[src/rtl/spi_mstr_slv_top_if.sv]
`timescale 1ns/1ps
`default_nettype none
// ============================================================================
// spi_mstr_slv_top_if : host-side bus of the SPI loopback block (busy with SPI_BUSY_STATUS_EN)
// Revision 1.0
// ============================================================================
interface spi_mstr_slv_top_if #(
  parameter int SPI_TRF_BIT = 8
);
  logic [1:0]             req;
  logic [7:0]             wait_duration;
  logic [SPI_TRF_BIT-1:0] din_master;
  logic [SPI_TRF_BIT-1:0] din_slave;
  logic [SPI_TRF_BIT-1:0] dout_master;
  logic [SPI_TRF_BIT-1:0] dout_slave;
  logic                   done_tx;
  logic                   done_rx;
`ifdef SPI_BUSY_STATUS_EN
  logic                   busy;

  modport master (
    output req, wait_duration, din_master, din_slave,
    input  dout_master, dout_slave, done_tx, done_rx, busy
  );
  modport slave (
    input  req, wait_duration, din_master, din_slave,
    output dout_master, dout_slave, done_tx, done_rx, busy
  );
`else
  modport master (
    output req, wait_duration, din_master, din_slave,
    input  dout_master, dout_slave, done_tx, done_rx
  );
  modport slave (
    input  req, wait_duration, din_master, din_slave,
    output dout_master, dout_slave, done_tx, done_rx
  );
`endif
endinterface
`default_nettype wire

[src/rtl/spi_mstr_slv_top.sv]
`timescale 1ns/1ps
`default_nettype none
// ============================================================================
// spi_mstr_slv_top : sclk generator + SPI master + SPI slave wired back-to-back.
// Optional busy output enabled by SPI_BUSY_STATUS_EN.  Revision 1.0
// ============================================================================
module spi_mstr_slv_top #(
  parameter int MASTER_FREQ = 100_000_000,
  parameter int SLAVE_FREQ  = 1_800_000,
  parameter int SPI_MODE    = 1,
  parameter int SPI_TRF_BIT = 8
) (
  input  logic              clk,
  input  logic              rst,
  spi_mstr_slv_top_if.slave bus
);

  localparam int DIV   = MASTER_FREQ / SLAVE_FREQ;
  localparam int HDIV  = DIV / 2;
  localparam int CNT_W = $clog2(HDIV + 1);
  localparam int BIT_W = (SPI_TRF_BIT > 2) ? $clog2(SPI_TRF_BIT) : 1;
  localparam bit CPOL  = ((SPI_MODE / 2) % 2) == 1;
  localparam bit CPHA  = (SPI_MODE % 2) == 1;

  typedef enum logic [1:0] {
    TX_IDLE  = 2'd0,
    TX_SETUP = 2'd1,
    TX_SHIFT = 2'd2,
    TX_DONE  = 2'd3
  } tx_state_e;

  typedef enum logic {
    RX_IDLE = 1'b0,
    RX_RECV = 1'b1
  } rx_state_e;

  typedef enum logic {
    ST_IDLE = 1'b0,
    ST_SEND = 1'b1
  } stx_state_e;

  // sclk generator
  logic [CNT_W-1:0] cnt_q, cnt_d;
  logic             sclk_q, sclk_d;
  logic             pos_q, pos_d;
  logic             neg_q, neg_d;

  // SPI wires
  logic             cs_n_q;
  logic             cs_n_prev_q;
  logic             mosi_q;
  logic             miso_q;

  // master TX
  tx_state_e              tx_state_q;
  logic [1:0]             req_q;
  logic [7:0]             gap_q;
  logic [SPI_TRF_BIT-1:0] tx_sr_q;
  logic [BIT_W-1:0]       tx_cnt_q;
  logic                   done_tx_q;

  // master RX
  rx_state_e              mrx_state_q;
  logic [SPI_TRF_BIT-1:0] mrx_sr_q;
  logic [BIT_W-1:0]       mrx_cnt_q;
  logic [SPI_TRF_BIT-1:0] dout_master_q;
  logic                   done_rx_q;

  // slave TX / RX
  stx_state_e             stx_state_q;
  logic [SPI_TRF_BIT-1:0] stx_sr_q;
  rx_state_e              srx_state_q;
  logic [SPI_TRF_BIT-1:0] srx_sr_q;
  logic [BIT_W-1:0]       srx_cnt_q;
  logic [SPI_TRF_BIT-1:0] dout_slave_q;

  logic lead, trail, launch, sample, cs_fall, tx_start;

  assign lead     = CPOL ? neg_q : pos_q;
  assign trail    = CPOL ? pos_q : neg_q;
  assign launch   = CPHA ? lead  : trail;
  assign sample   = CPHA ? trail : lead;
  assign cs_fall  = cs_n_prev_q & ~cs_n_q;
  assign tx_start = (gap_q == 8'd0) && (bus.req != 2'b00);

  always_comb begin
    cnt_d  = cnt_q;
    sclk_d = sclk_q;
    pos_d  = 1'b0;
    neg_d  = 1'b0;
    if (cs_n_q) begin
      cnt_d  = '0;
      sclk_d = CPOL;
    end else if (cnt_q == CNT_W'(HDIV - 1)) begin
      cnt_d  = '0;
      sclk_d = ~sclk_q;
      pos_d  = ~sclk_q;
      neg_d  = sclk_q;
    end else begin
      cnt_d = cnt_q + 1'b1;
    end
  end

  always_ff @(posedge clk or negedge rst) begin
    if (!rst) begin
      cnt_q       <= '0;
      sclk_q      <= CPOL;
      pos_q       <= 1'b0;
      neg_q       <= 1'b0;
      cs_n_prev_q <= 1'b1;
    end else begin
      cnt_q       <= cnt_d;
      sclk_q      <= sclk_d;
      pos_q       <= pos_d;
      neg_q       <= neg_d;
      cs_n_prev_q <= cs_n_q;
    end
  end

  always_ff @(posedge clk or negedge rst) begin
    if (!rst) begin
      tx_state_q <= TX_IDLE;
      req_q      <= 2'b00;
      gap_q      <= 8'd0;
      tx_sr_q    <= '0;
      tx_cnt_q   <= '0;
      cs_n_q     <= 1'b1;
      mosi_q     <= 1'b0;
      done_tx_q  <= 1'b0;
    end else begin
      done_tx_q <= 1'b0;
      case (tx_state_q)
        TX_IDLE: begin
          if (gap_q != 8'd0) begin
            gap_q <= gap_q - 8'd1;
          end else if (tx_start) begin
            req_q      <= bus.req;
            tx_cnt_q   <= '0;
            cs_n_q     <= 1'b0;
            tx_state_q <= TX_SETUP;
            // Without CPHA the first bit must be on the wire before the first edge
            if (CPHA) begin
              tx_sr_q <= bus.din_master;
            end else begin
              mosi_q  <= bus.din_master[SPI_TRF_BIT-1];
              tx_sr_q <= {bus.din_master[SPI_TRF_BIT-2:0], 1'b0};
            end
          end
        end
        TX_SETUP: begin
          if (!CPHA) begin
            tx_state_q <= TX_SHIFT;
          end else if (launch) begin
            mosi_q     <= tx_sr_q[SPI_TRF_BIT-1];
            tx_sr_q    <= {tx_sr_q[SPI_TRF_BIT-2:0], 1'b0};
            tx_state_q <= TX_SHIFT;
          end
        end
        TX_SHIFT: begin
          if (launch) begin
            mosi_q  <= tx_sr_q[SPI_TRF_BIT-1];
            tx_sr_q <= {tx_sr_q[SPI_TRF_BIT-2:0], 1'b0};
          end
          if (sample) begin
            if (tx_cnt_q == BIT_W'(SPI_TRF_BIT - 1)) begin
              cs_n_q     <= 1'b1;
              done_tx_q  <= req_q[0];
              tx_state_q <= TX_DONE;
            end else begin
              tx_cnt_q <= tx_cnt_q + 1'b1;
            end
          end
        end
        TX_DONE: begin
          gap_q      <= (bus.wait_duration == 8'd0) ? 8'd1 : bus.wait_duration;
          tx_state_q <= TX_IDLE;
        end
        default: tx_state_q <= TX_IDLE;
      endcase
    end
  end

  always_ff @(posedge clk or negedge rst) begin
    if (!rst) begin
      mrx_state_q   <= RX_IDLE;
      mrx_sr_q      <= '0;
      mrx_cnt_q     <= '0;
      dout_master_q <= '0;
      done_rx_q     <= 1'b0;
    end else begin
      done_rx_q <= 1'b0;
      case (mrx_state_q)
        RX_IDLE: begin
          if (tx_state_q == TX_SETUP && req_q[1]) begin
            mrx_cnt_q   <= '0;
            mrx_state_q <= RX_RECV;
          end
        end
        RX_RECV: begin
          if (sample) begin
            mrx_sr_q <= {mrx_sr_q[SPI_TRF_BIT-2:0], miso_q};
            if (mrx_cnt_q == BIT_W'(SPI_TRF_BIT - 1)) begin
              dout_master_q <= {mrx_sr_q[SPI_TRF_BIT-2:0], miso_q};
              done_rx_q     <= 1'b1;
              mrx_state_q   <= RX_IDLE;
            end else begin
              mrx_cnt_q <= mrx_cnt_q + 1'b1;
            end
          end
        end
        default: mrx_state_q <= RX_IDLE;
      endcase
    end
  end

  always_ff @(posedge clk or negedge rst) begin
    if (!rst) begin
      stx_state_q <= ST_IDLE;
      stx_sr_q    <= '0;
      miso_q      <= 1'b0;
    end else begin
      case (stx_state_q)
        ST_IDLE: begin
          if (cs_fall && req_q[1]) begin
            stx_state_q <= ST_SEND;
            if (CPHA) begin
              stx_sr_q <= bus.din_slave;
            end else begin
              miso_q   <= bus.din_slave[SPI_TRF_BIT-1];
              stx_sr_q <= {bus.din_slave[SPI_TRF_BIT-2:0], 1'b0};
            end
          end
        end
        ST_SEND: begin
          if (cs_n_q) begin
            stx_state_q <= ST_IDLE;
          end else if (launch) begin
            miso_q   <= stx_sr_q[SPI_TRF_BIT-1];
            stx_sr_q <= {stx_sr_q[SPI_TRF_BIT-2:0], 1'b0};
          end
        end
        default: stx_state_q <= ST_IDLE;
      endcase
    end
  end

  always_ff @(posedge clk or negedge rst) begin
    if (!rst) begin
      srx_state_q  <= RX_IDLE;
      srx_sr_q     <= '0;
      srx_cnt_q    <= '0;
      dout_slave_q <= '0;
    end else begin
      case (srx_state_q)
        RX_IDLE: begin
          if (cs_fall && req_q[0]) begin
            srx_cnt_q   <= '0;
            srx_state_q <= RX_RECV;
          end
        end
        RX_RECV: begin
          // Final bit lands on the same edge the master enters DONE
          if (cs_n_q) begin
            srx_state_q <= RX_IDLE;
          end else if (sample) begin
            srx_sr_q <= {srx_sr_q[SPI_TRF_BIT-2:0], mosi_q};
            if (srx_cnt_q == BIT_W'(SPI_TRF_BIT - 1)) begin
              dout_slave_q <= {srx_sr_q[SPI_TRF_BIT-2:0], mosi_q};
              srx_state_q  <= RX_IDLE;
            end else begin
              srx_cnt_q <= srx_cnt_q + 1'b1;
            end
          end
        end
        default: srx_state_q <= RX_IDLE;
      endcase
    end
  end

`ifdef SPI_BUSY_STATUS_EN
  logic busy_q;

  always_ff @(posedge clk or negedge rst) begin
    if (!rst) begin
      busy_q <= 1'b0;
    end else if (tx_state_q == TX_IDLE) begin
      busy_q <= tx_start;
    end else begin
      busy_q <= (tx_state_q != TX_DONE);
    end
  end

  assign bus.busy = busy_q;
`endif

  assign bus.dout_master = dout_master_q;
  assign bus.dout_slave  = dout_slave_q;
  assign bus.done_tx     = done_tx_q;
  assign bus.done_rx     = done_rx_q;

endmodule
`default_nettype wire

[src/flat_wrapper.sv]
// flat-port wrapper written by rule: the top's interface ports become plain ports
module spi_mstr_slv_top_flat 
#(
  parameter int MASTER_FREQ = 100_000_000,
  parameter int SLAVE_FREQ  = 1_800_000,
  parameter int SPI_MODE    = 1,
  parameter int SPI_TRF_BIT = 8
)
  (clk, rst, bus_req, bus_wait_duration, bus_din_master, bus_din_slave, bus_dout_master, bus_dout_slave, bus_done_tx, bus_done_rx);
  spi_mstr_slv_top_if #(.SPI_TRF_BIT(SPI_TRF_BIT)) bus_i ();
  input  logic clk;
  input  logic rst;
  input wire logic [$bits(bus_i.req)-1:0] bus_req;
  input wire logic [$bits(bus_i.wait_duration)-1:0] bus_wait_duration;
  input wire logic [$bits(bus_i.din_master)-1:0] bus_din_master;
  input wire logic [$bits(bus_i.din_slave)-1:0] bus_din_slave;
  output wire logic [$bits(bus_i.dout_master)-1:0] bus_dout_master;
  output wire logic [$bits(bus_i.dout_slave)-1:0] bus_dout_slave;
  output wire logic [$bits(bus_i.done_tx)-1:0] bus_done_tx;
  output wire logic [$bits(bus_i.done_rx)-1:0] bus_done_rx;
  assign bus_i.req = bus_req;
  assign bus_i.wait_duration = bus_wait_duration;
  assign bus_i.din_master = bus_din_master;
  assign bus_i.din_slave = bus_din_slave;
  assign bus_dout_master = bus_i.dout_master;
  assign bus_dout_slave = bus_i.dout_slave;
  assign bus_done_tx = bus_i.done_tx;
  assign bus_done_rx = bus_i.done_rx;
  spi_mstr_slv_top #(.MASTER_FREQ(MASTER_FREQ), .SLAVE_FREQ(SLAVE_FREQ), .SPI_MODE(SPI_MODE), .SPI_TRF_BIT(SPI_TRF_BIT)) u_core (.clk(clk), .rst(rst), .bus(bus_i));
endmodule
[config.mk]
export PLATFORM = sky130hd
export DESIGN_NAME = spi_mstr_slv_top_flat
export DESIGN_NICKNAME = d
export VERILOG_FILES = /design/src/rtl/spi_mstr_slv_top_if.sv /design/src/rtl/spi_mstr_slv_top.sv /design/src/flat_wrapper.sv
export SDC_FILE = /design/constraint.sdc
export NUM_CORES = 1
export LEC_CHECK = 0
export CORE_ASPECT_RATIO = 1.5
export CORE_UTILIZATION = 45
export DETAILED_ROUTE_END_ITERATION = 16
export PLACE_DENSITY_LB_ADDON = 0.25
export SETUP_SLACK_MARGIN = 0.1
export SKIP_LAST_GASP = 1
export SYNTH_ARGS = -nofsm -noshare
export SYNTH_HDL_FRONTEND = slang
export SYNTH_SLANG_ARGS = --single-unit
[constraint.sdc]
create_clock -name clk -period 3.1 [get_ports clk]
set_input_delay 0.62 -clock clk [delete_from_list [all_inputs] [get_ports clk]]
set_output_delay 0.62 -clock clk [all_outputs]
set_load 0.02 [all_outputs]
==> run summary, run 1 <==
ANT cells - 0
Fin. Hold Viols - 0
fraction of the cycle the final worst path needs - 80.8%
CTS buffer count - 9
r2r endpoint - u_core.tx_sr_q[5]
R2R Path Start - u_core.gap_q[0]
# IOs - 46
maximum VDD drop - 0.314 mV
cells after synthesis - 340
Die X - 77.5 um
crit path DAT - 2.73 ns
crit end category - flip-flop
Primary FF master, synth - dfrtp_1
commonest non-fill, non-tap cell in the layout - dfrtp_1
Pleak - 2.05 nW
FP Rows - 41
CTS tree - built
Longest Clk Path Bufs - 2
wire length per cell - 13.8 um
Fmax - 0.399 GHz
routed via count - 2681
first-pass GRT wire length - 12200 um
GRT Total Usage - 17.6%
Die H - 115 um
synthesized area per cell - 11.3 um^2
area grow syn2layout - 22.7%
startpoint types - flip-flop
Max Cap Viol - 0
fraction of layout cells with a size suffix above 1 - 16.9%
Vias/cell - 5.38
register area share after synthesis - 54.6%
critical path endpoint - u_core.tx_sr_q[5]
clock tree sinks - 84
main area contributors after synthesis - dfrtp_1, mux2_2, ha_1, nand2_1, nor2_1
asr flop ratio synth - 100%
YS warnings - 0
largest net degree at the start of global routing - 85
Worst Tran Pin Value - 0.923 ns
dpl ws - 0.606 ns
worst path required time - 3.32 ns
First-pass DRT Iterations - 4
Clock transition at path regs - 0.06 ns
# DRC - 0
initial antenna violation count - 0
number of H-tree levels - 3
Rel. slew slack - 38.5%
Worst-Skew Late Latency - 0.34 ns
Final Max Tran Viols - 0
starting DRC count in detailed routing - 165
Syn Nets - 382
unrepaired setup endpoints after global routing - false
post-route setup slack - 0.596 ns
Post-DP HPWL - 4780 um
CP max FO - 7
nets - 428
ANT nets after route - 0
core area - 8360 um^2
post-cts gate resize count - 0
Overall Power - 2.29 mW
kind of critical path - flip-flop to flip-flop
status - finished clean
CTS Hold Bufs - 0
mapped cell area - 3850 um^2
Fin Clk Skew - 0.00513 ns
area leader, netlist - dfrtp_1
setup slack, reg-to-reg - 0.60 ns
setup TNS - 0 ns
Hold WC Path Type - primary input to asynchronous set/reset pin
register bit total from synthesis - 84
Final Wtd Congestion - 0.804
number of synthesized flops with an enable pin - 0
share of the synthesized area in the top cell type - 53.3%
postcts setup bufs - 0
total gr overflow - 0
Synth cell types - 41
PwrDens - 484 nW/um^2
most frequent cells in the layout - dfrtp_1, mux2_2, clkdlybuf4s50_1, nand2_1, nor2_1
worst setup path start - u_core.gap_q[0]
Port-buffer cells - 45
die area - 8940 um^2
CTS root buf - clkbuf_16
Initial Util - 46.1%
Setup-failing EPs final - 0
drt total wl - 6860 um
final worst path period need - 2.50 ns
number of global-route vias before repair - 2776
R2R depth - 6
layer usage:
layer  track usage (%)  up-vias  routed length, um
li1                  -     1306                  -
met1              19.7     1310               2880
met2              30.6       52               3600
met3              3.65       13                215
met4              11.1        0                171
met5                 0        -                  0
state kept, by name, summed over array words and instances, names as in the netlist, 2 cells and up:
register / cells
u_core.gap_q: 8
u_core.bus.dout_master: 8
u_core.mrx_cnt_q: 3
u_core.cnt_q: 5
u_core.tx_state_q: 2
u_core.req_q: 2
u_core.tx_cnt_q: 3
u_core.stx_sr_q: 8
u_core.srx_cnt_q: 3
u_core.tx_sr_q: 8
u_core.bus.dout_slave: 8
u_core.srx_sr_q: 7
u_core.mrx_sr_q: 7
critical path, cell delays in order (launching register included):
cell     delay (ns)
dfrtp_1        0.40
inv_1          0.11
ha_1           0.19
or4b_1         0.51
o31a_1         0.41
nor3_4         0.38
mux2_2         0.38
per-stage QoR:
step                      util [%]  hold slack, ns  area, um^2  cells
after floorplan                  -           0.324        3850    340
after global placement        52.8           0.451        4410    482
after detailed placement      52.8           0.455        4410    482
after CTS                     56.5           0.323        4730    498
after global routing          56.5           0.346        4730    498
final                         56.5           0.298        4730    498
cell type report:
cell class,count,area [um^2]
fillers,725,3640
clock buffers,13,270
inverters,11,41.3
well taps,107,134
multi-input cells,234,1660
flip-flops and latches,84,2100
clock inverters,3,43.8
repair buffers,46,468
kinds of logic after synthesis:
| group | synth area share, % |
|---|---|
| adders and majority gates | 4.55 |
| xor gates and xnor gates | 0.910 |
| and+or+nand+nor | 13.7 |
| DFF | 54.6 |
| AOI/OAI and AO/OA | 9.10 |
| muxes | 14.9 |
| buffers and inverters | 2.14 |
power breakdown:
group	internal [mW]	total (mW)	switching [mW]
Combinational	0.0425	0.0738	0.0313
Clock	0.690	1.10	0.413
Sequential	1.10	1.11	0.00559
worst min-delay path by stage:
stage | end | slack [ns] | cells after the start
after detailed placement | u_core.cs_n_prev_q | 0.46 | 0
after global routing | u_core.bus.dout_master[7] | 0.35 | 2
after CTS | u_core.bus.dout_master[3] | 0.32 | 2
after global placement | u_core.cs_n_prev_q | 0.45 | 0
final | u_core.bus.dout_master[3] | 0.30 | 2
after floorplan | u_core.bus.done_rx | 0.32 | 0
cell usage after synthesis, types with 3 or more instances:
master / number
nor2_1: 28
ha_1: 14
inv_1: 10
a21oi_1: 19
dfrtp_1: 82
nor3b_1: 3
clkbuf_1: 10
o21ai_0: 19
or4_1: 3
mux2i_1: 8
a31oi_1: 3
nor3_1: 8
or3_1: 3
a22o_1: 5
nor2b_1: 6
mux2_2: 44
xor2_1: 3
nand2_1: 32
nand3b_1: 4
nand3_1: 7
nand2b_1: 3
Note: power is estimated with default switching activity, not from simulation.
==> run 2, diff against run 1 <==
clock period = 2.1 ns   (was 3.1 ns; I/O delays follow)
==> run 2 against run 1 <==
Cell count rose by 4.8%. Clock-buffer cell count fell by 3. The flow now finishes with violations (setup timing). Register-to-register slack got worse by 0.65 ns. Critical path depth rose by 1. Wire length rose by 8.1%. Global-route usage rose by 1.2 points. Die area did not move. Clock power rose by 64%. Maximum frequency rose by 16%. Utilization rose by 3.3 points. Combinational power rose by 53%.
==> run summary, run 2 (synthesized netlist as in run 1, its figures left out) <==
final core occ - 59.8% (+3.3 points)
number of global-route vias before repair - 2830 (+1.9%)
Setup-failing EPs final - 8 (+8)
area grow syn2layout - 29.8%
first-pass GRT wire length - 12900 um (+5.5%)
Longest Clk Path Bufs - 2 (unchanged)
clock tree sinks - 84 (unchanged)
post-route setup slack - -0.0577 ns (-0.653 ns)
largest net degree at the start of global routing - 48 (-44%)
wire length per cell - 14.2 um (+3.1%)
most frequent cells in the layout - dfrtp_1, clkdlybuf4s50_1, mux2_2, nand2_1, nor2_1
core area - 8360 um^2 (unchanged)
Worst Tran Pin Value - 0.501 ns (-0.422 ns)
CP max FO - 7 (unchanged)
Hold WC Path Type - primary input to asynchronous set/reset pin
Fmax - 0.463 GHz (+16%)
Final Wtd Congestion - 0.809 (+0.57%)
Pleak - 2.19 nW (+6.9%)
Finished Layout Cells - 522 (+4.8%)
total gr overflow - 0 (unchanged)
fraction of the cycle the final worst path needs - 103% (+22 points)
initial antenna violation count - 0 (unchanged)
Worst-Skew Late Latency - 0.34 ns (about the same)
commonest non-fill, non-tap cell in the layout - dfrtp_1
CTS Hold Bufs - 0 (unchanged)
Vias/cell - 5.32 (-1.2%)
worst path required time - 2.32 ns (-1.00 ns)
die area - 8940 um^2 (unchanged)
starting DRC count in detailed routing - 127 (-23%)
CTS buffer count - 9 (unchanged)
setup slack, reg-to-reg - -0.06 ns (-0.65 ns)
PwrDens - 711 nW/um^2 (+47%)
Initial Util - 46.1% (unchanged)
nets - 452 (+5.6%)
ANT cells - 0 (unchanged)
failing checks - setup timing
drt total wl - 7420 um (+8.1%)
FP Rows - 41 (unchanged)
maximum VDD drop - 0.438 mV (+39%)
unrepaired setup endpoints after global routing - true
# placed instances - 502 (+4.1%)
startpoint types - flip-flop
final worst path period need - 2.16 ns (-0.347 ns)
Fin. Hold Viols - 0 (unchanged)
Clock transition at path regs - 0.06 ns (about the same)
kind of critical path - flip-flop to flip-flop
# IOs - 46 (unchanged)
Port-buffer cells - 45 (unchanged)
crit path DAT - 2.38 ns (-0.35 ns)
Max Cap Viol - 0 (unchanged)
Flop pwr share - 46.0% (-2.5 points)
fraction of layout cells with a size suffix above 1 - 23.9% (+7.0 points)
Sw Ratio - 19.6% (-0.086 points)
ANT nets after route - 0 (unchanged)
setup TNS - -0.353 ns (-0.353 ns)
Post-DP HPWL - 5300 um (+11%)
routed via count - 2777 (+3.6%)
number of H-tree levels - 3 (unchanged)
Switch Pwr - 0.696 mW (+55%)
Int Power - 2.86 mW (+56%)
CTS root buf - clkbuf_16
Rel. slew slack - 66.1% (+28 points)
Gate power share - 3.2% (about the same)
First-pass DRT Iterations - 4 (unchanged)
Clk pwr share - 50.8% (+2.6 points)
GRT Total Usage - 18.9% (+1.2 points)
Final Max Tran Viols - 0 (unchanged)
Die X - 77.5 um (unchanged)
CTS tree - built
crit end category - flip-flop
# DRC - 0 (unchanged)
Fin Clk Skew - 0.00663 ns (+0.00150 ns)
Die H - 115 um (unchanged)
status - finished with violations
==> run 2: cell count changes in the layout (fill, tap and decap cells not counted), sizes merged <==
cell,previous run,this run
clkinv,3,2
inv,10,11
buf,2,26
bufinv,1,3
clkinvlp,0,1
clkbuf,13,10
==> run 2: final timing paths <==
kind,from,end,depth (start not counted)
worst max-delay path,u_core.gap_q[0],u_core.tx_sr_q[6],7
worst min-delay path,rst,u_core.bus.done_rx,1
worst max register to register,u_core.gap_q[0],u_core.tx_sr_q[6],7
worst min register to register,u_core.srx_sr_q[6],u_core.srx_sr_q[6],2
max in group asynchronous,rst,u_core.cs_n_q,2
min in group clk,u_core.srx_sr_q[6],u_core.srx_sr_q[6],2
==> run 2: critical path: stages (launching register included) <==
cell and delay (ns):
dfrtp_1 0.39, inv_2 0.09, ha_4 0.13, or4b_4 0.46
o31a_1 0.33, nor3_4 0.18, buf_12 0.15, mux2_2 0.32
==> run 2: cell type report <==
cell class	instances	area, um^2
fill	701	3360
multi-input combinational	234	1720
timing repair buffer	70	661
tap	107	134
clock buffer	10	229
sequential	84	2100
clock inverter	6	111
inverter	11	41.3
==> run 2: per-stage QoR <==
| step | instance area, um^2 | setup WS [ns] | hold WS [ns] | power (mW) |
|---|---|---|---|---|
| after floorplan | 3880 | -0.0459 | 0.124 | 1.69 |
| after global placement | 4600 | -0.0450 | 0.418 | 1.78 |
| after detailed placement | 4600 | -0.0569 | 0.419 | 1.78 |
| after CTS | 4960 | -0.0643 | 0.0509 | 3.59 |
| after global routing | 5000 | -0.148 | 0.0748 | 3.67 |
| final | 5000 | -0.0577 | 0.0393 | 3.55 |
==> run 2: timing repair <==
| action | CTS | global route |
|---|---|---|
| pin swaps | 0 | 1 |
| buffers inserted | 2 | 2 |
| resized for setup | 0 | 9 |
| setup endpoints to repair | 11 | 17 |
==> run 2: metal layers <==
| layer | track usage (%) | wire, um |
|---|---|---|
| met5 | 0 | 0 |
| met4 | 10.8 | 202 |
| met3 | 4.05 | 213 |
| met2 | 33.9 | 3930 |
| met1 | 20.4 | 3070 |
==> run 2: power by group through the flow <==
stage               clock [mW]  combinational (mW)  sequential, mW
finish                    1.80               0.113            1.64
global placement             0               0.115            1.67
CTS                       1.84               0.116            1.64
global route              1.90               0.126            1.64
floorplan                    0              0.0214            1.66
detailed placement           0               0.116            1.67
==> run 3, diff against run 2 <==
==> constraint.sdc (replaced) <==
create_clock -name clk -period 2.1 [get_ports clk]
set_input_delay 0.21 -clock clk [delete_from_list [all_inputs] [get_ports clk]]
set_output_delay 0.21 -clock clk [all_outputs]
set_load 0.02 [all_outputs]
==> run 3 against run 2 <==
The flow still finishes with violations (setup timing). Maximum frequency up 0.58%. Non-clock buffer count down 1. Worst hold slack improved by 0.34 ns. First-iteration DRC count is 4.7% lower. Sequential share of layout area up 0.83 points. Sequential power is essentially flat. Critical path depth unchanged. Sequential cell count unchanged. Design area decreased by 1.9%. Critical endpoint is now u_core.tx_sr_q[1]. Largest cell class unchanged.
==> run summary, run 3 (synthesized netlist as in run 1, its figures left out) <==
status - finished with violations
failing checks - setup timing
clock tree sinks - 84 (unchanged)
critical path cell sequence - inv_2, ha_4, or4b_4, o31a_1, nor3_4, buf_12, mux2_2
PwrDens - 644 nW/um^2 (-9.4%)
commonest non-fill, non-tap cell in the layout - dfrtp_1
Final Wtd Congestion - 0.777 (-4.0%)
number of H-tree levels - 3 (unchanged)
R2R depth - 7 (unchanged)
R2R Path Start - u_core.gap_q[0]
maximum VDD drop - 0.425 mV (-3.1%)
post-route setup slack - -0.0452 ns (+0.0125 ns)
ANT nets after route - 0 (unchanged)
largest net degree at the start of global routing - 37 (-23%)
r2r endpoint - u_core.tx_sr_q[1]
number of global-route vias before repair - 2692 (-4.9%)
unrepaired setup endpoints after global routing - true
core area - 8360 um^2 (unchanged)
Fmax - 0.466 GHz (+0.58%)
die area - 8940 um^2 (unchanged)
Die X - 77.5 um (unchanged)
Layout fillers - 704 (+0.43%)
Final Max Tran Viols - 0 (unchanged)
Pleak - 2.14 nW (-2.2%)
Initial Util - 46.1% (unchanged)
area of the multi-input gates - 1710 um^2 (-0.58%)
Max Cap Viol - 0 (unchanged)
FP Rows - 41 (unchanged)
Post-DP HPWL - 5140 um (-3.1%)
Worst Tran Pin Value - 0.521 ns (+0.0199 ns)
Port-buffer cells - 45 (unchanged)
# IOs - 46 (unchanged)
worst path required time - 2.32 ns (about the same)
starting DRC count in detailed routing - 121 (-4.7%)
Fin. Hold Viols - 0 (unchanged)
Worst-Skew Late Latency - 0.33 ns (about the same)
Hold WC Path Type - primary input to asynchronous set/reset pin
startpoint types - flip-flop
ANT cells - 0 (unchanged)
Sw Ratio - 20.4% (+0.83 points)
area grow syn2layout - 27.3%
Die H - 115 um (unchanged)
fraction of layout cells with a size suffix above 1 - 22.1% (-1.8 points)
nets - 451 (-0.22%)
Switch Pwr - 0.645 mW (-7.4%)
initial antenna violation count - 0 (unchanged)
Clk pwr share - 44.5% (-6.3 points)
CTS buffer count - 9 (unchanged)
CTS tree - built
final core occ - 58.6% (-1.2 points)
drt total wl - 7110 um (-4.1%)
Int Power - 2.51 mW (-12%)
CP max FO - 7 (unchanged)
Longest Clk Path Bufs - 2 (unchanged)
Vias/cell - 5.28 (-0.80%)
GRT Total Usage - 17.6% (-1.3 points)
Post-Place Cell Area - 4600 um^2 (unchanged)
wire length per cell - 13.7 um (-3.5%)
Overall Power - 3.16 mW (-11%)
Largest stage delay, worst path - 0.46 ns (about the same)
Flop pwr share - 51.8% (+5.8 points)
First-pass DRT Iterations - 4 (unchanged)
crit path DAT - 2.36 ns (-0.02 ns)
register area - 2100 um^2 (unchanged)
CTS root buf - clkbuf_16
kind of critical path - flip-flop to flip-flop
final worst path period need - 2.15 ns (-0.0125 ns)
Final Hold Slack - 0.376 ns (+0.337 ns)
fraction of the cycle the final worst path needs - 102% (-0.60 points)
crit end category - flip-flop
Clock transition at path regs - 0.06 ns (about the same)
setup slack, reg-to-reg - -0.05 ns (about the same)
Fin Clk Skew - 0.00299 ns (-0.00364 ns)
routed via count - 2739 (-1.4%)
Setup-failing EPs final - 8 (unchanged)
dpl ws - -0.0546 ns (+0.00232 ns)
slowest CP cell - or4b_4
most frequent cells in the layout - dfrtp_1, clkdlybuf4s50_1, mux2_2, nand2_1, nor2_1
total gr overflow - 0 (unchanged)
# DRC - 0 (unchanged)
first-pass GRT wire length - 12000 um (-6.4%)
post-route cell area - 4900 um^2 (-1.9%)
worst setup path start - u_core.gap_q[0]
Rel. slew slack - 65.3% (-0.85 points)
Gate power share - 3.6% (+0.4 points)
==> run 3: repair_timing <==
| action | 4_1_cts | 5_1_grt |
|---|---|---|
| hold buffers | 1 | 0 |
| setup buffers | 1 | 1 |
| pin swaps | 0 | 1 |
| hold endpoints to repair | 34 | 0 |
| endpoints found under the setup margin | 12 | 16 |
| gates resized for setup | 1 | 6 |
==> run 3: layout make-up <==
| class | instances | share of cell area [%] |
|---|---|---|
| flip-flops and latches | 84 | 42.9 |
| multi-input cells | 234 | 34.9 |
| repair buffers | 69 | 13.4 |
| clock buffers | 12 | 5.03 |
| well taps | 107 | 2.73 |
| inverters | 11 | 0.842 |
| clock inverters | 2 | 0.255 |
==> run 3: through the flow <==
step	instances	TNS, ns
floorplan	340	-0.280
global placement	502	-0.0579
detailed placement	502	-0.267
finish	519	-0.234
CTS	518	-0.301
global route	519	-1.04
==> run 3: how the worst max path moves through the flow <==
stage | endpoint | slack, ns | cells after the start
CTS | u_core.tx_sr_q[1] | -0.06 | 7
finish | u_core.tx_sr_q[1] | -0.05 | 7
detailed placement | u_core.tx_sr_q[1] | -0.05 | 7
floorplan | u_core.tx_sr_q[1] | -0.05 | 6
global placement | u_core.tx_sr_q[4] | -0.01 | 7
global route | u_core.tx_sr_q[1] | -0.14 | 7
==> run 3: critical path: cells and delay by family (launching register included) <==
kind	cells	cell delay (ns)
AO/OA/AOI/OAI	1	0.33
AND/OR/NAND/NOR	2	0.63
multiplexers	1	0.33
adder cells (fa/ha/maj)	1	0.13
buffers and inverters	2	0.22
flip-flops	1	0.38
==> run 3: routing by layer <==
| layer | global-route usage (%) | wire (um) |
|---|---|---|
| met1 | 20.2 | 3050 |
| met2 | 30.9 | 3730 |
| met3 | 3.17 | 177 |
| met4 | 9.43 | 159 |
| met5 | 0 | 0 |
==> run 3: power by group through the flow <==
| stage | logic, mW | clock network [mW] | registers (mW) |
|---|---|---|---|
| 6_report | 0.115 | 1.41 | 1.64 |
| 3_5_place_dp | 0.117 | 0 | 1.67 |
| 5_1_grt | 0.128 | 1.50 | 1.64 |
| 4_1_cts | 0.119 | 1.45 | 1.64 |
| 3_3_place_gp | 0.115 | 0 | 1.67 |
| 2_1_floorplan | 0.0214 | 0 | 1.66 |
